File: src/rtl/ltc2500_pkg.sv
// Shared types and defaults for the LTC2500 capture controller.
package ltc2500_pkg;

  typedef enum logic [2:0] {
    IDLE,
    CNV,
    WAIT_HI,
    WAIT_LO,
    SHIFT,
    DONE
  } state_t;

  localparam int LTC2500_DATA_W   = 20;
  localparam int LTC2500_SCK_HALF = 4;

  // Bits needed to count 0..n-1.
  function automatic int cnt_w(input int n);
    return (n < 2) ? 1 : $clog2(n);
  endfunction

endpackage

File: src/rtl/ltc2500_capture_ctrl_if.sv
// ADC pin and sample-bus bundle between the capture controller and its surroundings.
interface ltc2500_capture_ctrl_if import ltc2500_pkg::*; #(
  parameter int DATA_W = LTC2500_DATA_W
);
  logic              start;
  logic              ready;
  logic              convert;
  logic              busy;
  logic              ser_clk;
  logic              ser_data_out;
  logic [DATA_W-1:0] data;
  logic              data_valid;
  logic              err;

  modport master (
    input  start, busy, ser_data_out,
    output ready, convert, ser_clk, data, data_valid, err
  );

  modport slave (
    output start, busy, ser_data_out,
    input  ready, convert, ser_clk, data, data_valid, err
  );
endinterface

File: src/rtl/sync2.sv
// Two-flop synchronizer for a single asynchronous level, reset to 0.
module sync2 (
  input  logic clk,
  input  logic rst,
  input  logic i_d,
  output logic o_q
);
  logic [1:0] r_sync;

  always_ff @(posedge clk or posedge rst) begin
    if (rst) r_sync <= '0;
    else     r_sync <= {r_sync[0], i_d};
  end

  assign o_q = r_sync[1];
endmodule

File: src/rtl/ltc2500_capture_ctrl.sv
// Host-side conversion/readout controller for the 20-bit serial ADC.
// Optional busy watchdog enabled by defining LTC2500_CAPTURE_TIMEOUT_EN.
module ltc2500_capture_ctrl import ltc2500_pkg::*; #(
  parameter int DATA_W       = LTC2500_DATA_W,
  parameter int CNV_HIGH_CYC = 3,
  parameter int SCK_HALF     = LTC2500_SCK_HALF
`ifdef LTC2500_CAPTURE_TIMEOUT_EN
  ,
  parameter int TIMEOUT_CYC  = 1024
`endif
) (
  input  logic                    clk,
  input  logic                    rst,
  ltc2500_capture_ctrl_if.master  bus
);
  localparam int CNT_W = cnt_w((CNV_HIGH_CYC > SCK_HALF) ? CNV_HIGH_CYC : SCK_HALF);
  localparam int BIT_W = cnt_w(DATA_W);

  state_t            r_state, w_state_next;
  logic [CNT_W-1:0]  r_cnt, w_cnt_next;
  logic [BIT_W-1:0]  r_bit, w_bit_next;
  logic              r_phase, w_phase_next;
  logic [DATA_W-1:0] r_sr, w_sr_next;
  logic [DATA_W-1:0] r_data, w_data_next;
  logic              r_convert, w_convert_next;
  logic              r_ser_clk, w_ser_clk_next;
  logic              r_data_valid, w_data_valid_next;
  logic [1:0]        w_async, w_synced;
  logic              w_busy_s, w_sdo_s;

  assign w_async = {bus.ser_data_out, bus.busy};

  genvar gi;
  for (gi = 0; gi < 2; gi++) begin : g_sync
    sync2 u_sync2 (.clk(clk), .rst(rst), .i_d(w_async[gi]), .o_q(w_synced[gi]));
  end

  assign w_busy_s = w_synced[0];
  assign w_sdo_s  = w_synced[1];

`ifdef LTC2500_CAPTURE_TIMEOUT_EN
  localparam int WD_W = cnt_w(TIMEOUT_CYC);
  logic [WD_W-1:0] r_wd, w_wd_next;
  logic            r_err, w_err_next;

  always_ff @(posedge clk or posedge rst) begin
    if (rst) begin
      r_wd  <= '0;
      r_err <= 1'b0;
    end else begin
      r_wd  <= w_wd_next;
      r_err <= w_err_next;
    end
  end

  assign bus.err = r_err;
`else
  assign bus.err = 1'b0;
`endif

  always_ff @(posedge clk or posedge rst) begin
    if (rst) r_state <= IDLE;
    else     r_state <= w_state_next;
  end

  always_comb begin
    w_state_next      = r_state;
    w_cnt_next        = r_cnt;
    w_bit_next        = r_bit;
    w_phase_next      = r_phase;
    w_sr_next         = r_sr;
    w_data_next       = r_data;
    w_convert_next    = 1'b0;
    w_ser_clk_next    = r_ser_clk;
    w_data_valid_next = 1'b0;
`ifdef LTC2500_CAPTURE_TIMEOUT_EN
    // Watchdog clears every cycle it is not explicitly advanced, so each wait state starts at 0.
    w_wd_next  = '0;
    w_err_next = 1'b0;
`endif
    case (r_state)
      IDLE: begin
        if (bus.start) begin
          w_state_next = CNV;
          w_cnt_next   = '0;
        end
      end
      CNV: begin
        w_convert_next = 1'b1;
        if (r_cnt == CNT_W'(CNV_HIGH_CYC - 1)) w_state_next = WAIT_HI;
        else                                   w_cnt_next   = r_cnt + 1'b1;
      end
      WAIT_HI: begin
        if (w_busy_s) w_state_next = WAIT_LO;
`ifdef LTC2500_CAPTURE_TIMEOUT_EN
        else if (r_wd == WD_W'(TIMEOUT_CYC - 1)) begin
          w_state_next = IDLE;
          w_err_next   = 1'b1;
        end else w_wd_next = r_wd + 1'b1;
`endif
      end
      WAIT_LO: begin
        if (!w_busy_s) begin
          w_state_next = SHIFT;
          w_cnt_next   = '0;
          w_bit_next   = '0;
          w_phase_next = 1'b0;
        end
`ifdef LTC2500_CAPTURE_TIMEOUT_EN
        else if (r_wd == WD_W'(TIMEOUT_CYC - 1)) begin
          w_state_next = IDLE;
          w_err_next   = 1'b1;
        end else w_wd_next = r_wd + 1'b1;
`endif
      end
      SHIFT: begin
        if (r_cnt == CNT_W'(SCK_HALF - 1)) begin
          w_cnt_next   = '0;
          w_phase_next = ~r_phase;
          if (!r_phase) begin
            // Rising edge: sdo_s has had a full low phase to settle after the previous fall.
            w_ser_clk_next = 1'b1;
            w_sr_next      = {r_sr[DATA_W-2:0], w_sdo_s};
          end else begin
            w_ser_clk_next = 1'b0;
            if (r_bit == BIT_W'(DATA_W - 1)) begin
              w_state_next      = DONE;
              w_data_next       = r_sr;
              w_data_valid_next = 1'b1;
            end else w_bit_next = r_bit + 1'b1;
          end
        end else w_cnt_next = r_cnt + 1'b1;
      end
      DONE:    w_state_next = IDLE;
      default: w_state_next = IDLE;
    endcase
  end

  always_ff @(posedge clk or posedge rst) begin
    if (rst) begin
      r_cnt        <= '0;
      r_bit        <= '0;
      r_phase      <= 1'b0;
      r_sr         <= '0;
      r_data       <= '0;
      r_convert    <= 1'b0;
      r_ser_clk    <= 1'b0;
      r_data_valid <= 1'b0;
    end else begin
      r_cnt        <= w_cnt_next;
      r_bit        <= w_bit_next;
      r_phase      <= w_phase_next;
      r_sr         <= w_sr_next;
      r_data       <= w_data_next;
      r_convert    <= w_convert_next;
      r_ser_clk    <= w_ser_clk_next;
      r_data_valid <= w_data_valid_next;
    end
  end

  assign bus.ready      = (r_state == IDLE);
  assign bus.convert    = r_convert;
  assign bus.ser_clk    = r_ser_clk;
  assign bus.data       = r_data;
  assign bus.data_valid = r_data_valid;
endmodule
File: src/flat_wrapper.sv
// flat-port wrapper written by rule: the top's interface ports become plain ports
module ltc2500_capture_ctrl_flat import ltc2500_pkg::*;
#(
  parameter int DATA_W       = LTC2500_DATA_W,
  parameter int CNV_HIGH_CYC = 3,
  parameter int SCK_HALF     = LTC2500_SCK_HALF

)
  (clk, rst, bus_start, bus_busy, bus_ser_data_out, bus_ready, bus_convert, bus_ser_clk, bus_data, bus_data_valid, bus_err);
  ltc2500_capture_ctrl_if #(.DATA_W(DATA_W)) bus_i ();
  input  logic clk;
  input  logic rst;
  input wire logic [$bits(bus_i.start)-1:0] bus_start;
  input wire logic [$bits(bus_i.busy)-1:0] bus_busy;
  input wire logic [$bits(bus_i.ser_data_out)-1:0] bus_ser_data_out;
  output wire logic [$bits(bus_i.ready)-1:0] bus_ready;
  output wire logic [$bits(bus_i.convert)-1:0] bus_convert;
  output wire logic [$bits(bus_i.ser_clk)-1:0] bus_ser_clk;
  output wire logic [$bits(bus_i.data)-1:0] bus_data;
  output wire logic [$bits(bus_i.data_valid)-1:0] bus_data_valid;
  output wire logic [$bits(bus_i.err)-1:0] bus_err;
  assign bus_i.start = bus_start;
  assign bus_i.busy = bus_busy;
  assign bus_i.ser_data_out = bus_ser_data_out;
  assign bus_ready = bus_i.ready;
  assign bus_convert = bus_i.convert;
  assign bus_ser_clk = bus_i.ser_clk;
  assign bus_data = bus_i.data;
  assign bus_data_valid = bus_i.data_valid;
  assign bus_err = bus_i.err;
  ltc2500_capture_ctrl #(.DATA_W(DATA_W), .CNV_HIGH_CYC(CNV_HIGH_CYC), .SCK_HALF(SCK_HALF)) u_core (.clk(clk), .rst(rst), .bus(bus_i));
endmodule
File: config.mk
export PLATFORM = sky130hd
export DESIGN_NAME = ltc2500_capture_ctrl_flat
export DESIGN_NICKNAME = d
export VERILOG_FILES = /design/src/rtl/ltc2500_pkg.sv /design/src/rtl/ltc2500_capture_ctrl_if.sv /design/src/rtl/sync2.sv /design/src/rtl/ltc2500_capture_ctrl.sv /design/src/flat_wrapper.sv
export SDC_FILE = /design/constraint.sdc
export NUM_CORES = 1
export LEC_CHECK = 0
export ABC_AREA = 1
export CAP_MARGIN = 30
export CORE_ASPECT_RATIO = 0.5
export CORE_UTILIZATION = 30
export DETAILED_ROUTE_END_ITERATION = 6
export HOLD_SLACK_MARGIN = 0.12
export PLACE_DENSITY = 0.44
export SLEW_MARGIN = 20
export SYNTH_ARGS = -nofsm -noshare
export SYNTH_HDL_FRONTEND = slang
export SYNTH_SLANG_ARGS = --single-unit
export TNS_END_PERCENT = 1
File: constraint.sdc
create_clock -name clk -period 2.17 [get_ports clk]
set_input_delay 0.434 -clock clk [delete_from_list [all_inputs] [get_ports clk]]
set_output_delay 0.434 -clock clk [all_outputs]
set_load 0.02 [all_outputs]
# Yosys cells after proc, flatten, opt, wreduce, memory -nomap -nowiden
# Cells that the tools add are included.
# totals
register_bits,58
input_bits,5
output_inout_bits,25
word_cells,67
# classes
add_sub_neg,2
n_eq_ne,16
mux,27
bitwise_logic,1
n_reduce_logical,10
# op_table
cell,n
2-to-1 mux 3 bit,7
2-to-1 mux 5 bit,4
one-hot mux 3 bit (5 select lines),1
"inequality test 2 bit, second input constant",5
one-hot mux 5 bit (2 select lines),1
2-to-1 mux 1 bit,8
2-to-1 mux 2 bit,4
"inequality test 2 x 1 -> 1 bit, second input constant",4
one-hot mux 2 bit (4 select lines),1
AND reduction 4 bit,2
AND reduction 7 bit,1
"equality test 3 x 2 -> 1 bit, second input constant",2
AND reduction 3 bit,2
"adder 5 x 1 -> 5 bit, second input constant",1
"equality test 5 bit, second input constant",1
AND reduction 5 bit,1
"equality test 2 bit, second input constant",2
nonzero test 4 bit,1
"equality test 3 x 1 -> 1 bit, second input constant",1
"equality test 3 bit, second input constant",1
zero test 3 bit,1
"adder 2 x 1 -> 2 bit, second input constant",1
one-hot mux 1 bit (2 select lines),1
AND reduction 2 bit,1
other kinds (2),2

# Longest topological paths before layout
# depth
depth_word,5
ltp_mapped,10
mapped_depth_nobuf,10

# By module
# From an unflattened synthesis, not the netlist that was laid out.
# hier_totals
cells_unflattened,277
area_unflattened_um2,2685.1
# modules_own_cells
mod,instances,cells_per_inst,area_per_inst_um2,seq_area_each_um2
ltc2500_capture_ctrl,1,271,2577.5,1351.3
sync2,2,3,53.8,50.0

# Worst setup path after synthesis
# No wires, ideal clock.
# synth_timing
kind,reg-to-reg
startpoint,register u_core.r_state[1]
endpoint,register u_core.r_data[10] (netlist: u_core.bus.data[10])
setup_ns,0.118
t_arrival_ns,1.314
t_required_ns,2.052
path_slack_ns,0.738
stages_incl_launch_ff,10
n_path_buf,2
synth_period_minus_slack_ns,1.432
path_cell_list,dfrtp_1 -> buf_4 -> inv_2 -> nand2_2 -> nor2_4 -> nand2_2 -> or2_4 -> buf_6 -> nand2_1 -> o21ai_2
# synth_via
elab_chain_cells,2
# synth_lines
element,line,text
from (decl),ltc2500_capture_ctrl.sv:19,"state_t r_state, w_state_next;"
from (signal assigned),ltc2500_capture_ctrl.sv:63,else r_state <= w_state_next;
equality test 3 bit,ltc2500_capture_ctrl.sv:81,case (r_state)
AND reduction 4 bit (no line),--,
to (signal assigned),ltc2500_capture_ctrl.sv:154,r_data <= w_data_next;
to (decl),ltc2500_capture_ctrl.sv:24,"logic [DATA_W-1:0] r_data, w_data_next;"
# Every way passes these cells.
# A chain may end at the register's enable or synchronous reset.

# Worst setup path after layout
# layout_timing
startpoint,register u_core.r_state[1]
endpoint,output port bus_ready
# layout_via
elab_chain_cells,1
# layout_lines
element,line,text
zero test 3 bit,ltc2500_capture_ctrl.sv:161,assign bus.ready = (r_state == IDLE);
to (decl),flat_wrapper.sv:16,output wire logic [$bits(bus_i.ready)-1:0] bus_ready;
# Every way passes these cells.

==> results.py <==
metrics = {
    "status": {
        "status": "finished, final reports clean",
    },
    "setup_path": {
        "cp-startpoint": "u_core.r_state[1]",
        "cp_max_fo": 9,
        "arrival_ns": 1.31,
        "worst_setup_path_start_kind": "flop",
        "crit_path_end_kind": "output pin",
        "reg2reg_from": "u_core.r_state[1]",
        "required_ns": 1.74,
        "crit_type": "flop to output pin",
    },
    "detailed_routing": {
        "wire_per_inst_um": 10.8,
        "viasPerCell": 4.25,
        "vias": 1778,
        "ant_nets": 0,
        "totalWireLength_mm": 4.52,
        "drcViolationCount": 0,
        "first_pass_iters": 4,
        "drtIter0Drc": 102,
    },
    "layout": {
        "area_growth_pct": 25.0,
        "final_cell_mix": "nand2_1, dfrtp_1, inv_1, clkdlybuf4s50_1, o21ai_0",
        "num_antenna_cells": 0,
        "drive_above_1_share": 0.154,
        "final_common_cell": "nand2_1",
        "fin_cells": 418,
        "num-nets-final": 309,
        "finalInstanceArea_um2": 3160,
    },
    "yosys": {
        "ys.flop_type": "dfrtp_1",
        "synthesis.nets": 278,
        "syn_area_per_cell_um2": 9.36,
        "ys_seq_area_frac": 0.574,
        "synth.distinct_cells": 25,
        "syn_area_um2": 2530,
        "syn_inst": 270,
        "async_flop_share": 1.00,
        "synth_enable_flop_cells": 0,
        "synth_seq_cells": 58,
        "yosys_warnings": 0,
    },
    "floorplanning": {
        "die_w_um": 132,
        "core.rowCount": 23,
        "io_pins": 30,
        "die_y_um": 66.9,
        "die-area_um2": 8820,
        "initial_core_util": 0.313,
        "core_um2": 8090,
    },
    "timing": {
        "fmax_mhz": 574,
        "rsz0062_at_grt": "false",
        "max_slew_margin": 0.628,
        "min_period_over_period": 0.802,
        "drv_slew": 0,
        "setup_viol": 0,
        "worstMarginPinSlew_ns": 0.558,
        "fin_tns_setup_ns": 0,
        "period_needed_ns": 1.74,
        "fin_skew_ns": 0.00544,
        "final_hold_viol_count": 0,
    },
    "placement": {
        "place_area_um2": 2880,
        "dp_hpwl_mm": 2.89,
        "dp.cells": 402,
        "io_buffers": 28,
        "gp_congestion": 0.840,
    },
    "cts": {
        "cts_buffer_depth": 2,
        "clkSlewWorstSetupHoldPaths_ns": 0.05,
        "cts_made_buffers": 9,
        "clk_latency_ns": 0.33,
        "cts_setup_buffers": 0,
        "clkSinkCount": 58,
        "cts_root_buf": "clkbuf_16",
        "htreeDepth": 3,
        "cts_tree": "yes",
    },
    "grt": {
        "grt_overflow": 0,
        "grt_max_degree": 59,
        "grt_pass1_vias": 1721,
        "grt_pass1_wl_mm": 7.95,
        "grt.total_usage": 0.120,
        "antenna_found_initial": 0,
    },
    "min_path": {
        "min_from": "u_core.g_sync[1].u_sync2.r_sync[0]",
        "hp-class": "flop to flop",
    },
    "power": {
        "p_per_area_nw_per_um2": 975,
        "power.leakage_uw": 0.00147,
        "ir_drop_mv": 0.543,
    },
    "flow_run": {
        "cap_violations": 0,
    },
}
power breakdown:
group | internal (uW) | switching [uW]
clock | 795 | 474
combinational | 195 | 382
sequential | 1160 | 76.6
total | 2150 | 933
cells in the mapped netlist, types with 3 or more instances:
master / count / share of area
nand2_1: 81 / 0.12
dfrtp_1: 58 / 0.57
inv_1: 28 / 0.042
o21ai_0: 22 / 0.044
o21ai_2: 19 / 0.066
nand3_1: 14 / 0.028
nor2_1: 14 / 0.021
buf_6: 6 / 0.027
ha_1: 3 / 0.015
nand2_2: 3 / 0.0074
nand3b_1: 3 / 0.0089
final timing paths:
kind | end | slack [ns] | cells past startpoint
setup reg to reg | u_core.r_bit[2] | 0.43 | 7
hold reg to reg | u_core.g_sync[1].u_sync2.r_sync[1] | 0.35 | 0
min in group asynchronous | u_core.r_bit[2] | 0.50 | 3
max in group asynchronous | u_core.r_sr[19] | 1.42 | 3
hold / removal | u_core.g_sync[1].u_sync2.r_sync[1] | 0.35 | 0
setup / recovery | bus_ready | 0.43 | 4
metrics by stage:
step / total power, uW / setup WS [ns] / hold WS, ns / util
floorplan: 1670 / 0.308 / 0.331 / -
global placement: 1820 / 0.420 / 0.334 / 0.357
detailed placement: 1830 / 0.398 / 0.345 / 0.357
CTS: 3130 / 0.0282 / 0.351 / 0.390
global route: 3260 / 0.239 / 0.355 / 0.391
finish: 3080 / 0.429 / 0.352 / 0.391
state kept, by name (all words and copies together), names as in the netlist:
signal                        count
u_core.bus.data                  20
u_core.bus.ser_clk                1
u_core.g_sync.u_sync2.r_sync      4
u_core.bus.data_valid             1
u_core.r_phase                    1
u_core.r_sr                      20
u_core.r_bit                      5
u_core.r_state                    3
u_core.r_cnt                      2
u_core.bus.convert                1
layer usage:
metal  share of wire  global-route usage  up-vias  routed length, um
met3           0.056              0.0594        7                255
met5               0                   0        -                  0
li1                -                   -      906                  -
met2            0.43               0.181       42               1960
met1            0.50               0.146      823               2240
met4           0.014              0.0480        0                 61
worst max-delay path, cell delays in order, from the launching register on:
cell            delay, ns
dfrtp_1              0.48
inv_2                0.10
nand2_2              0.09
nor2_1               0.09
dlymetal6s2s_1       0.23
cell type report:
| type | instances | area, um2 |
|---|---|---|
| Timing Repair Buffer | 30 | 310 |
| Clock inverter | 5 | 30.0 |
| Inverter | 31 | 121 |
| Multi-Input combinational cell | 171 | 863 |
| Sequential cell | 58 | 1450 |
| Clock buffer | 11 | 243 |
| Fill cell | 822 | 4930 |
| Tap cell | 112 | 140 |
cell families (layout without fill, tap and decap cells):
logic type               Yosys count  after routing  share of synthesized area
adder cells (fa/ha/maj)            3              3                     0.0149
flip-flops                        58             58                      0.574
XOR/XNOR                           2              2                    0.00693
other                              1              1                    0.00148
AND/OR/NAND/NOR                  119            119                      0.198
buffers and inverters             41             77                     0.0842
AO/OA/AOI/OAI                     46             46                      0.120
what timing repair did:
item | in CTS | in global routing
resized for setup | 0 | 1
hold buffers | 0 | 0
setup endpoints to repair | 0 | 1
Power figures use the tool's default switching activity.
